`src/rtl/ovi_vpu_responder.sv`:
```
`default_nettype none
// ovi_vpu_responder: VPU-side OVI peer - issue/dispatch handshake, store packet stream, completion.
// Rev 1.0
module ovi_vpu_responder #(
   parameter int EXEC_LAT      = 4,
   parameter int MEMDATA_WIDTH = 512,
   parameter int SBID_WIDTH    = 5,
   parameter int VL_WIDTH      = 14,
   parameter int STORE_CREDITS = 1
) (
   input  logic                     i_clk,
   input  logic                     i_rst,
   input  logic                     i_issue_valid,
   input  logic [31:0]              i_issue_instr,
   input  logic [SBID_WIDTH-1:0]    i_issue_sbid,
   input  logic [VL_WIDTH-1:0]      i_issue_vl,
   input  logic [1:0]               i_issue_sew,
   output logic                     o_issue_credit,
   input  logic                     i_dispatch_next_senior,
   input  logic                     i_dispatch_kill,
   input  logic [SBID_WIDTH-1:0]    i_dispatch_sbid,
   output logic                     o_sync_start,
   output logic                     o_store_valid,
   output logic [MEMDATA_WIDTH-1:0] o_store_data,
   input  logic                     i_store_credit,
   input  logic                     i_memop_sync_end,
   input  logic [SBID_WIDTH-1:0]    i_memop_sbid,
   output logic                     o_completed_valid,
   output logic [SBID_WIDTH-1:0]    o_completed_sbid,
   output logic [63:0]              o_completed_dest_reg,
   output logic                     o_proto_err
);
   localparam int          NPKT_W    = VL_WIDTH + 7;
   localparam int          LAT_W     = (EXEC_LAT > 1) ? $clog2(EXEC_LAT) : 1;
   localparam logic [6:0]  OPC_STORE = 7'b0100111;
   localparam logic [4:0]  CNT_MAX   = 5'd31;

   typedef enum logic [2:0] {
      S_IDLE, S_WAIT_DISP, S_EXEC, S_STORE_TX, S_WAIT_END, S_COMPLETE
   } state_t;

   state_t              r_state, w_state_nxt;
   logic [31:0]         r_instr;
   logic [SBID_WIDTH-1:0] r_sbid;
   logic [NPKT_W-1:0]   r_npkt, r_pkt_idx;
   logic [4:0]          r_store_cnt;
   logic [LAT_W-1:0]    r_lat_cnt;
   logic                r_issue_credit, r_sync_start, r_completed_valid, r_proto_err;
   logic [SBID_WIDTH-1:0] r_completed_sbid;
   logic [63:0]         r_dest_reg;

   logic                w_kill_hit, w_issue_take, w_is_store, w_store_valid, w_proto_viol;
   logic                w_enter_complete, w_enter_exec;
   logic [63:0]         w_bits, w_npkt64;
   logic                w_unused_npkt_hi;
   logic [31:0]         w_word;

   // Packet count needs 64-bit headroom; only the low NPKT_W bits can be non-zero.
   assign w_bits           = 64'(i_issue_vl) << ({1'b0, i_issue_sew} + 3'd3);
   assign w_npkt64         = (w_bits + 64'(MEMDATA_WIDTH - 1)) / 64'(MEMDATA_WIDTH);
   assign w_unused_npkt_hi = |w_npkt64[63:NPKT_W];

   assign w_issue_take  = (r_state == S_IDLE) && i_issue_valid;
   assign w_is_store    = (r_instr[6:0] == OPC_STORE);
   assign w_store_valid = (r_state == S_STORE_TX) && !r_sync_start &&
                          (r_store_cnt != 5'd0) && (r_pkt_idx < r_npkt);
   assign w_word        = {16'(r_sbid), 16'(r_pkt_idx)};

   assign w_proto_viol = (i_issue_valid && (r_state != S_IDLE)) ||
                         (i_memop_sync_end && ((r_state != S_WAIT_END) || (i_memop_sbid != r_sbid))) ||
                         (i_store_credit && !w_store_valid && (r_store_cnt == CNT_MAX));

   always_comb begin
      w_state_nxt = r_state;
      w_kill_hit  = 1'b0;
      case (r_state)
         S_IDLE: begin
            if (i_issue_valid)
               w_state_nxt = (i_dispatch_next_senior && (i_dispatch_sbid == i_issue_sbid)) ? S_EXEC : S_WAIT_DISP;
         end
         S_WAIT_DISP: begin
            if (i_dispatch_kill && (i_dispatch_sbid == r_sbid)) begin
               w_state_nxt = S_IDLE;
               w_kill_hit  = 1'b1;
            end else if (i_dispatch_next_senior && (i_dispatch_sbid == r_sbid)) begin
               w_state_nxt = S_EXEC;
            end
         end
         S_EXEC: begin
            if (r_lat_cnt == '0)
               w_state_nxt = w_is_store ? S_STORE_TX : S_COMPLETE;
         end
         S_STORE_TX: begin
            if (r_pkt_idx == r_npkt)
               w_state_nxt = S_WAIT_END;
         end
         S_WAIT_END: begin
            if (i_memop_sync_end && (i_memop_sbid == r_sbid))
               w_state_nxt = S_COMPLETE;
         end
         S_COMPLETE: w_state_nxt = S_IDLE;
         default:    w_state_nxt = S_IDLE;
      endcase
   end

   assign w_enter_complete = (w_state_nxt == S_COMPLETE);
   assign w_enter_exec     = (w_state_nxt == S_EXEC) && (r_state != S_EXEC);

   always_ff @(posedge i_clk or posedge i_rst) begin
      if (i_rst) r_state <= S_IDLE;
      else       r_state <= w_state_nxt;
   end

   always_ff @(posedge i_clk or posedge i_rst) begin
      if (i_rst) begin
         r_instr           <= '0;
         r_sbid            <= '0;
         r_npkt            <= '0;
         r_pkt_idx         <= '0;
         r_store_cnt       <= 5'(STORE_CREDITS);
         r_lat_cnt         <= '0;
         r_issue_credit    <= 1'b0;
         r_sync_start      <= 1'b0;
         r_completed_valid <= 1'b0;
         r_completed_sbid  <= '0;
         r_dest_reg        <= '0;
         r_proto_err       <= 1'b0;
      end else begin
         if (w_issue_take) begin
            r_instr   <= i_issue_instr;
            r_sbid    <= i_issue_sbid;
            r_npkt    <= w_npkt64[NPKT_W-1:0];
            r_pkt_idx <= '0;
         end else if (w_store_valid) begin
            r_pkt_idx <= r_pkt_idx + NPKT_W'(1);
         end

         if (w_enter_exec)
            r_lat_cnt <= LAT_W'(EXEC_LAT - 1);
         else if ((r_state == S_EXEC) && (r_lat_cnt != '0))
            r_lat_cnt <= r_lat_cnt - LAT_W'(1);

         // A credit arriving with a packet cancels out; excess credits saturate.
         case ({w_store_valid, i_store_credit})
            2'b10:   r_store_cnt <= r_store_cnt - 5'd1;
            2'b01:   r_store_cnt <= (r_store_cnt == CNT_MAX) ? CNT_MAX : r_store_cnt + 5'd1;
            default: r_store_cnt <= r_store_cnt;
         endcase

         r_issue_credit    <= w_enter_complete || w_kill_hit;
         r_sync_start      <= (r_state == S_EXEC) && (r_lat_cnt == '0) && w_is_store;
         r_completed_valid <= w_enter_complete;
         r_completed_sbid  <= w_enter_complete ? r_sbid : '0;
         r_dest_reg        <= w_enter_complete ? {32'h0, r_instr} : 64'h0;
         r_proto_err       <= r_proto_err || w_proto_viol;
      end
   end

   assign o_issue_credit       = r_issue_credit;
   assign o_sync_start         = r_sync_start;
   assign o_store_valid        = w_store_valid;
   assign o_store_data         = w_store_valid ? {(MEMDATA_WIDTH/32){w_word}} : '0;
   assign o_completed_valid    = r_completed_valid;
   assign o_completed_sbid     = r_completed_sbid;
   assign o_completed_dest_reg = r_dest_reg;
   assign o_proto_err          = r_proto_err;
endmodule
`default_nettype wire

```
`config.mk`:
```
export PLATFORM = sky130hd
export DESIGN_NAME = ovi_vpu_responder
export DESIGN_NICKNAME = d
export VERILOG_FILES = /design/src/rtl/ovi_vpu_responder.sv
export SDC_FILE = /design/constraint.sdc
export NUM_CORES = 1
export LEC_CHECK = 0
export ABC_CLOCK_PERIOD_IN_PS = 10200
export BUFFER_PORTS_ARGS = -buffer_cell sky130_fd_sc_hd__buf_2
export CORE_AREA = 2 2 254 256
export DETAILED_ROUTE_END_ITERATION = 10
export DIE_AREA = 0 0 256 258
export PLACE_DENSITY = 0.42
export RECOVER_POWER = 25
export SLEW_MARGIN = 20
export SYNTH_ARGS = -nofsm -noshare
export SYNTH_HDL_FRONTEND = slang
export SYNTH_SLANG_ARGS = --single-unit
```
`constraint.sdc`:
```
create_clock -name i_clk -period 10.2 [get_ports i_clk]
set_input_delay 1.53 -clock i_clk [delete_from_list [all_inputs] [get_ports i_clk]]
set_output_delay 1.53 -clock i_clk [all_outputs]
set_load 0.05 [all_outputs]
```
==> results.json <==
{
  "crit_path_start_kind": "primary input",
  "r2r_start": "r_state[0]",
  "r2r-end": "o_issue_credit",
  "synthArstFlopShare_pct": 100,
  "hp-class": "reg2reg",
  "clock_skew_ps": 11.3,
  "r2r_cells": 8,
  "post-dp-hpwl_um": 19400,
  "worst_pin_slew_ps": 4130,
  "die_area_sq_mm": 0.0660,
  "cts.path.max_buffers": 2,
  "design_area_sq_mm": 0.0107,
  "ant_nets": 0,
  "via_per_inst": 3.18,
  "syn_inst": 1170,
  "status": "complete, but fails checks",
  "die_h_um": 258,
  "cp_num_buf_inv": 3,
  "seq_area_sq_mm": 0.00305,
  "ir_drop_v": 0.0000909,
  "core_area_sq_mm": 0.0636,
  "crit_fanout": 74,
  "finalSetupViolations": 0,
  "ys_seq_area_share_pct": 29.9,
  "clk_pin_slew_ps": 70,
  "grt_max_degree": 75,
  "reg2reg_slack_ps": 5530,
  "grt.total_usage_pct": 7.40,
  "cts_tree": "done",
  "synth_top_cell_area_share_pct": 38.7,
  "rows": 93,
  "finalCriticalPeriod_ps": 6550,
  "syn-cell-area_sq_mm": 0.0102,
  "synth_top_area_cell": "buf_4",
  "hold_start": "r_instr[31]",
  "initial_utilization_pct": 16.0,
  "syn_area_per_cell_sq_um": 8.73,
  "antenna_found_initial": 4,
  "worstSetupPathType": "in2async",
  "whs_ps": 469,
  "vias": 6848,
  "layout.nets": 1373,
  "place_area_sq_mm": 0.0101,
  "min_to": "r_instr[31]",
  "ys_seq_elements": 122,
  "min_period_over_period_pct": 64.2,
  "cts_num_sinks": 122,
  "fp.dieW_um": 256,
  "relSlewSlack_pct": -175,
  "drive_gt1_share_pct": 35.0,
  "synth_edf_count": 0,
  "clk_latency_ps": 460,
  "cts_buffers": 17,
  "synth.area.top_cells": "buf_4, dfrtp_1, nand2_1",
  "crit_path_max_incr_delay_ps": 2990,
  "post_synth_num_cell_types": 65,
  "power.total_uw": 2250,
  "drt_pass1_iterations": 4,
  "rsz0062_at_grt": "no",
  "avgRoutedWirePerCell_um": 12.0,
  "required_ps": 9810,
  "port_buffers": 399,
  "cp_top_family": "buffers and inverters",
  "wirelength_um": 25800,
  "cts_max_level": 4,
  "ctsResizeCount": 0,
  "fmax_mhz": 153,
  "cp_slowest_cell": "clkbuf_1",
  "first_global_vias": 5908,
  "io_pins": 656,
  "slew_viol_final": 193,
  "p_leak_uw": 0.00632,
  "overflow": 0,
  "hold_depth": 2,
  "grt_pass1_wl_um": 36500,
  "hold_viol_final": 0,
  "drc": 0,
  "crit_chain": "buf_2 > clkinvlp_2 > clkbuf_1",
  "violations": "capacitance limit, slew limit",
  "cap_violations": 3,
  "post_cts_buffers": 0,
  "power_density_mw_per_mm2": 209,
  "tns_ps": 0,
  "syn2layout_area_growth_pct": 5.16,
  "cp.arrival_ps": 6150,
  "ys_warn_count": 0,
  "multiInputGateArea_sq_mm": 0.00389,
  "nFillCells": 7242,
  "hold_buffers": 0,
  "ys.flop_type": "dfrtp_1",
  "drt_iter0_markers": 265,
  "finalWeightedCongestion": 0.758,
  "crit_path_end_kind": "asynchronous set/reset pin",
  "clockRootBuffer": "clkbuf_16"
}
[through the flow]
| stage | cells | setup slack (ps) | util, % |
|---|---|---|---|
| after floorplan | 1425 | 5430 | - |
| final | 2154 | 3650 | 16.9 |
| after global placement | 2120 | 4720 | 15.9 |
| after global routing | 2154 | 2460 | 16.9 |
| after CTS | 2152 | 4110 | 16.9 |
| after detailed placement | 2120 | 4670 | 15.9 |
[worst max-delay path by stage]
stage / startpoint / endpoint / cells after the start
after detailed placement: r_state[2] / o_store_data[170] / 8
after global routing: i_rst / o_completed_dest_reg[3] / 3
after global placement: r_state[2] / o_store_data[458] / 8
after floorplan: i_rst / o_completed_dest_reg[0] / 1
after CTS: r_state[0] / o_store_data[224] / 8
final: i_rst / o_completed_dest_reg[19] / 3
[routing by layer]
layer  wire length, um  GRT usage (%)  share of wire [%]  up-vias
met1             10800           8.67                 42     3204
met3              1640           1.59                6.3       26
met4               545           3.75                2.1        0
li1                  -              -                  -     3238
met2             12900           12.8                 50      380
met5                 0              0                  0        -
[placed cells by master (no fill, tap or decap), drive strengths merged, types with 4 or more instances in the layout]
cell type	n
mux2i	16
nand2	141
xor2	10
nor2	31
nor2b	4
xnor2	19
a211oi	4
o211ai	6
nand3b	8
clkbuf	20
conb	256
or4	5
dfrtp	121
a21oi	19
nor3b	4
nor4b	4
mux4	6
buf	400
ha	19
o21ai	20
and2	26
nor4	5
inv	33
nor3	10
nand4	10
nand3	13
nand2b	4
and3	41
[synthesized netlist by cell type, drive strengths merged (16+ instances only)]
cell type / count
a21oi: 19
nand2: 141
nor2: 31
ha: 19
clkbuf: 27
xnor2: 19
and2: 26
o21ai: 20
and3: 41
mux2i: 16
inv: 26
buf: 536
dfrtp: 121
[kinds of logic after synthesis]
logic type | after synthesis | synth area share, %
buf+inv | 589 | 41.6
fa+ha+maj | 19 | 2.33
simple gates | 313 | 15.6
xor+xnor | 29 | 2.49
mux | 24 | 3.37
other cells | 1 | 0.0367
compound gates | 73 | 4.74
flops | 122 | 29.9
[power by group]
| group | internal, uW | switching, uW | total, uW |
|---|---|---|---|
| clock | 370 | 281 | 651 |
| sequential | 600 | 86.6 | 686 |
| combinational | 202 | 710 | 912 |
[worst reg2reg max path, cell delays in order, from the launching register on]
cell,delay [ps]
dfrtp_1,530
nor3_1,130
nand2_2,80
clkbuf_1,2400
a21oi_1,40
a221o_1,430
a31o_2,510
and2_1,290
a21o_1,150
[final cells by class]
| type | instances | share of cell area, % |
|---|---|---|
| multi-input combinational | 714 | 36.2 |
| timing repair buffer | 403 | 18.8 |
| inverter | 26 | 0.920 |
| clock buffer | 17 | 3.96 |
| antenna | 2 | 0.0466 |
| tap | 855 | 9.96 |
| clock inverter | 15 | 1.68 |
| sequential | 122 | 28.4 |
(Power assumes the default switching activity.)
